$ cat src/rtl/seq_extender.sv
// seq_extender: ARM immediate extender/rotator (modes 000..111) feeding ALU SrcB and shifter carry.
// Latency: accept->Valid 1 cycle; mode 100 with rot!=0 adds 2*rot/STEP cycles (SEQ_EXTENDER_FAST_ROT_EN: always 1).
// Backpressure: Ready low while rotating; Start is then ignored and must be held or reissued.
module seq_extender #(
  parameter int WIDTH = 32,
  parameter int STEP  = 2
) (
  input  logic             CLK,
  input  logic             nRESET,
  input  logic             Start,
  input  logic [2:0]       Mode,
  input  logic [23:0]      Number,
  input  logic             CarryIn,
  output logic             Ready,
  output logic             Valid,
  output logic [WIDTH-1:0] Extended,
  output logic             CarryOut
);

  typedef enum logic [1:0] {
    IDLE   = 2'd0,
    ROTATE = 2'd1,
    DONE   = 2'd2
  } state_t;

  state_t           state_q, state_d;
  logic [WIDTH-1:0] res_q, res_d;
  logic             cin_q, cin_d;
  // Set when the accepted request is a rotated immediate with a nonzero amount;
  // selects the shifter carry from the rotated result instead of the CPSR C flag.
  logic             rot_nz_q, rot_nz_d;
  logic [WIDTH-1:0] ext_val;
  logic [3:0]       rot;

  assign rot = Number[11:8];

  // Unrotated extension of the instruction field for the requested mode.
  always_comb begin
    ext_val = '0;
    case (Mode)
      3'b000:  ext_val = {{(WIDTH-8){Number[7]}}, Number[7:0]};
      3'b001:  ext_val = {{(WIDTH-12){Number[11]}}, Number[11:0]};
      3'b010:  ext_val = {{(WIDTH-24){Number[23]}}, Number};
      3'b100:  ext_val = {{(WIDTH-8){1'b0}}, Number[7:0]};
      3'b101:  ext_val = {{(WIDTH-12){1'b0}}, Number[11:0]};
      3'b110:  ext_val = {{(WIDTH-24){Number[23]}}, Number} << 2;
      default: ext_val = '0;
    endcase
  end

`ifdef SEQ_EXTENDER_FAST_ROT_EN

  // Rotate right by sh; a zero amount leaves v unchanged (the left shift by WIDTH yields 0).
  function automatic logic [WIDTH-1:0] rotr(input logic [WIDTH-1:0] v, input logic [4:0] sh);
    rotr = (v >> sh) | (v << (WIDTH - int'(sh)));
  endfunction

  // Next state: every request completes in one cycle through the barrel rotator.
  always_comb begin
    state_d  = state_q;
    res_d    = res_q;
    cin_d    = cin_q;
    rot_nz_d = rot_nz_q;
    if (Start) begin
      rot_nz_d = (Mode == 3'b100) && (rot != 4'd0);
      cin_d    = CarryIn;
      res_d    = rot_nz_d ? rotr(ext_val, {rot, 1'b0}) : ext_val;
      state_d  = DONE;
    end else begin
      state_d  = IDLE;
    end
  end

  // State and result registers with synchronous reset.
  always_ff @(posedge CLK) begin
    if (!nRESET) begin
      state_q  <= IDLE;
      res_q    <= '0;
      cin_q    <= 1'b0;
      rot_nz_q <= 1'b0;
    end else begin
      state_q  <= state_d;
      res_q    <= res_d;
      cin_q    <= cin_d;
      rot_nz_q <= rot_nz_d;
    end
  end

  assign Ready = 1'b1;

`else

  logic [4:0]       cnt_q, cnt_d;
  logic [4:0]       cnt_load;
  logic [WIDTH-1:0] rot_step;

  // Counter holds remaining STEP-sized rotations; a 2*rot amount splits into rot double-steps.
  assign cnt_load = (STEP == 1) ? {rot, 1'b0} : {1'b0, rot};
  assign rot_step = (res_q >> STEP) | (res_q << (WIDTH - STEP));

  // Next state: latch on accept, then rotate the result register STEP bits per cycle.
  always_comb begin
    state_d  = state_q;
    res_d    = res_q;
    cin_d    = cin_q;
    rot_nz_d = rot_nz_q;
    cnt_d    = cnt_q;
    case (state_q)
      IDLE, DONE: begin
        if (Start) begin
          rot_nz_d = (Mode == 3'b100) && (rot != 4'd0);
          cin_d    = CarryIn;
          res_d    = ext_val;
          cnt_d    = rot_nz_d ? cnt_load : 5'd0;
          state_d  = rot_nz_d ? ROTATE : DONE;
        end else begin
          state_d  = IDLE;
        end
      end
      ROTATE: begin
        res_d = rot_step;
        cnt_d = cnt_q - 5'd1;
        if (cnt_q == 5'd1) begin
          state_d = DONE;
        end
      end
      default: state_d = IDLE;
    endcase
  end

  // State, counter and result registers with synchronous reset (aborts any rotation).
  always_ff @(posedge CLK) begin
    if (!nRESET) begin
      state_q  <= IDLE;
      res_q    <= '0;
      cin_q    <= 1'b0;
      rot_nz_q <= 1'b0;
      cnt_q    <= 5'd0;
    end else begin
      state_q  <= state_d;
      res_q    <= res_d;
      cin_q    <= cin_d;
      rot_nz_q <= rot_nz_d;
      cnt_q    <= cnt_d;
    end
  end

  assign Ready = (state_q != ROTATE);

`endif

  assign Valid    = (state_q == DONE);
  assign Extended = res_q;
  assign CarryOut = rot_nz_q ? res_q[WIDTH-1] : cin_q;

endmodule

$ cat config.mk
export PLATFORM = sky130hd
export DESIGN_NAME = seq_extender
export DESIGN_NICKNAME = d
export VERILOG_FILES = /design/src/rtl/seq_extender.sv
export SDC_FILE = /design/constraint.sdc
export NUM_CORES = 1
export LEC_CHECK = 0
export BUFFER_PORTS_ARGS = -buffer_cell sky130_fd_sc_hd__buf_4
export CAP_MARGIN = 20
export CORE_MARGIN = 2
export CORE_UTILIZATION = 53
export DETAILED_ROUTE_END_ITERATION = 12
export HOLD_SLACK_MARGIN = 0.02
export PLACE_DENSITY_LB_ADDON = 0.08
export SYNTH_ARGS = -nofsm -noshare
export SYNTH_HDL_FRONTEND = slang
export SYNTH_SLANG_ARGS = --single-unit
$ cat constraint.sdc
create_clock -name CLK -period 1.58 [get_ports CLK]
set_input_delay 0.237 -clock CLK [delete_from_list [all_inputs] [get_ports CLK]]
set_output_delay 0.237 -clock CLK [all_outputs]
set_load 0.01 [all_outputs]
==> impl_metrics.ini <==
[grt]
grt_pass1_vias = 2315
grt_max_degree = 56
grt_remaining_overflow = 0
antenna_found_initial = 0
grt_pass1_wl_mm = 11.3
track_usage = 0.265

[power_and_ir_drop]
p_per_area_nw_per_um2 = 733
total_power_uw = 2400
clockPowerShare = 0.284
vdd_ir_drop_max_mv = 0.372
switchingPower_uw = 712
seqPwrFrac = 0.475
switching_share = 0.297
p_int_uw = 1690
p_comb_frac = 0.240
power_leakage_uw = 0.00134

[floorplan]
start_util = 0.549
rows = 25
fp.dieH_um = 73.7
die_x_um = 73.7
die_area_um2 = 5430
pin_count = 66
core_area_um2 = 4690

[logic_synthesis]
yosys.area_share.simple = 0.176
synth_compound_area_frac = 0.269
synth_fa_ha_area_frac = 0.00971
ys_types = 42
muxShareOfSynthArea = 0.171
synth_xor_area_frac = 0
ys_seq_area_frac = 0.319
yosys_warnings = 0
synth_top_family_by_area = compound AO/OA/AOI/OAI gates
syn_area_um2 = 2580
synthCells = 308
ys_ff_latch = 41
avgSynthCellArea_um2 = 8.36
syn-num-nets = 341

[cts]
cts.sinks = 41
cts_tree = done
clock_path_buffers = 2
cts_hold_buf = 0
clk_pin_slew_ps = 80
post-cts-setup-buffer-count = 0
cts_max_level = 2
insertion_delay_ps = 290
cts_root_buf = clkbuf_8
numCtsBuffers = 5

[sta]
fin_crit_sh = 0.952
drv_slew = 0
setup_ws_ps = 75.2
tightest_slew_ps = 456
fmax_mhz = 665
rsz0062_at_grt = no
max_slew_margin = 0.695
tns_ps = 0
setup_viol = 0
hold_viol = 0
min_period_ps = 1500
finClkSkew_ps = 5.26

[worst_setup_path]
critPathRequiredTime_ps = 1340
path_cells = nor2b_4 > buf_4 > inv_2 > buf_4
cp_top_family = flip-flops
worstPathArrival_ps = 1270
cp-end-kind = output port
crit_type = reg2out
critPathBufInv = 3
cp-start-kind = flop
critPathMostFrequentCell = buf_4
path_max_fanout = 7
cpMaxStageDelayCell = dfxtp_1
cpPeakStageDelay_ps = 410

[placement]
portBuffers = 65
dp.cells = 417
place.gp.congestion = 0.800
place_ws_ps = 93.5
hpwl_mm = 5.15

[status]
outcome = finished, final reports clean

[routing]
via_per_inst = 5.93
wl_per_cell_um = 16.0
vias = 2519
drc = 0
drt_wl_total_mm = 6.78
firstDrtPassIters = 5
drtIter0Drc = 166
drtAntennaViolNets = 0

[finish]
diodes = 0
utilization = 0.697
final_layout_size_suffix_gt1_frac = 0.332
area_delta_synth_final_pct = 27.0
mostFrequentLayoutCells = buf_4, a21oi_1, dfxtp_1
final_common_cell = buf_4
layout.nets = 403
final_cells = 425
fillers = 400

[hold_path]
hp-class = in2reg

[job]
cap_violations = 0
[area by class of cell]
class / instances / area, µm² / area share
inverters: 7 / 26.3 / 0.00803
clock inverters: 3 / 17.5 / 0.00536
repair buffers: 83 / 648 / 0.198
multi-input cells: 232 / 1620 / 0.495
well taps: 54 / 67.6 / 0.0207
clock buffers: 5 / 68.8 / 0.0210
flip-flops and latches: 41 / 822 / 0.251
[metrics by stage]
stage | cell area (µm²) | hold slack (ps)
floorplan | 2580 | 373
global route | 3270 | 201
finish | 3270 | 197
detailed placement | 3180 | 460
global placement | 3180 | 445
CTS | 3260 | 197
[routing by layer]
| layer | wire, µm | GRT usage | vias to the layer above | share of wire |
|---|---|---|---|---|
| li1 | - | - | 1276 | - |
| met1 | 3170 | 0.374 | 1176 | 0.47 |
| met2 | 3190 | 0.425 | 61 | 0.47 |
| met3 | 357 | 0.0412 | 6 | 0.053 |
| met4 | 61 | 0.0606 | 0 | 0.0090 |
| met5 | 0 | 0 | - | 0 |
[power groups by stage]
stage / logic, µW / clock network (µW) / registers [µW]
after floorplan: 318 / 0 / 1170
after global placement: 565 / 0 / 1160
after detailed placement: 574 / 0 / 1160
after CTS: 575 / 693 / 1140
after global routing: 634 / 730 / 1150
final: 577 / 682 / 1140
[kinds of logic after synthesis]
kind of cell | Yosys count
buffers and inverters | 35
AND/OR/NAND/NOR | 79
multiplexers | 41
flip-flops | 41
adder cells (fa/ha/maj) | 2
AO/OA/AOI/OAI | 110
[synthesized netlist by cell type]
master / number / area share
a2bb2oi_1: 1 / 0.0034
and3_1: 2 / 0.0049
inv_1: 5 / 0.0073
nor3_1: 3 / 0.0058
a41oi_1: 1 / 0.0034
a21oi_1: 42 / 0.082
clkinv_1: 1 / 0.0015
nor3b_1: 25 / 0.073
a22oi_1: 8 / 0.023
o2bb2a_1: 1 / 0.0039
buf_1: 3 / 0.0044
or3_1: 1 / 0.0024
mux2i_1: 16 / 0.062
a221oi_1: 2 / 0.0068
inv_2: 1 / 0.0015
a31oi_1: 1 / 0.0024
o21ai_0: 17 / 0.033
mux2_2: 25 / 0.11
o22ai_1: 16 / 0.039
a311oi_1: 1 / 0.0034
nor2b_1: 4 / 0.0097
buf_4: 1 / 0.0029
o21bai_1: 1 / 0.0029
dfxtp_1: 41 / 0.32
o221a_2: 3 / 0.013
clkbuf_1: 18 / 0.026
nand2b_1: 5 / 0.012
a31o_2: 1 / 0.0034
nand3_1: 4 / 0.0078
nand3b_1: 2 / 0.0058
o2bb2ai_1: 12 / 0.041
and4b_1: 1 / 0.0039
ha_1: 2 / 0.0097
nand2_1: 14 / 0.020
a21o_1: 1 / 0.0029
or2_1: 1 / 0.0024
o21ai_1: 1 / 0.0019
nor2_1: 15 / 0.022
nor4_1: 1 / 0.0024
buf_2: 6 / 0.012
and3b_1: 1 / 0.0034
a311o_1: 1 / 0.0039
[worst min-delay path: stages]
cell and delay, ps:
buf_4 110, nand2_1 40, a21oi_1 50
[registers in the layout, summed over array words and instances, names as in the netlist]
name	flops
cnt_q	5
cin_q	1
state_q	2
Extended	32
rot_nz_q	1
[worst paths after layout]
path / start / endpoint / slack, ps / cells after the start
worst max-delay path: state_q[0] / Ready / 80 / 4
worst min-delay path: CarryIn / cin_q / 200 / 3
worst max register to register: state_q[0] / cnt_q[0] / 130 / 5
worst min register to register: rot_nz_q / rot_nz_q / 470 / 2
[what timing repair did]
item / 4_1_cts / 5_1_grt
pin swaps: 0 / 0
endpoints found under the setup margin: 1 / 1
gates resized for setup: 1 / 2
(Power assumes the default switching activity.)
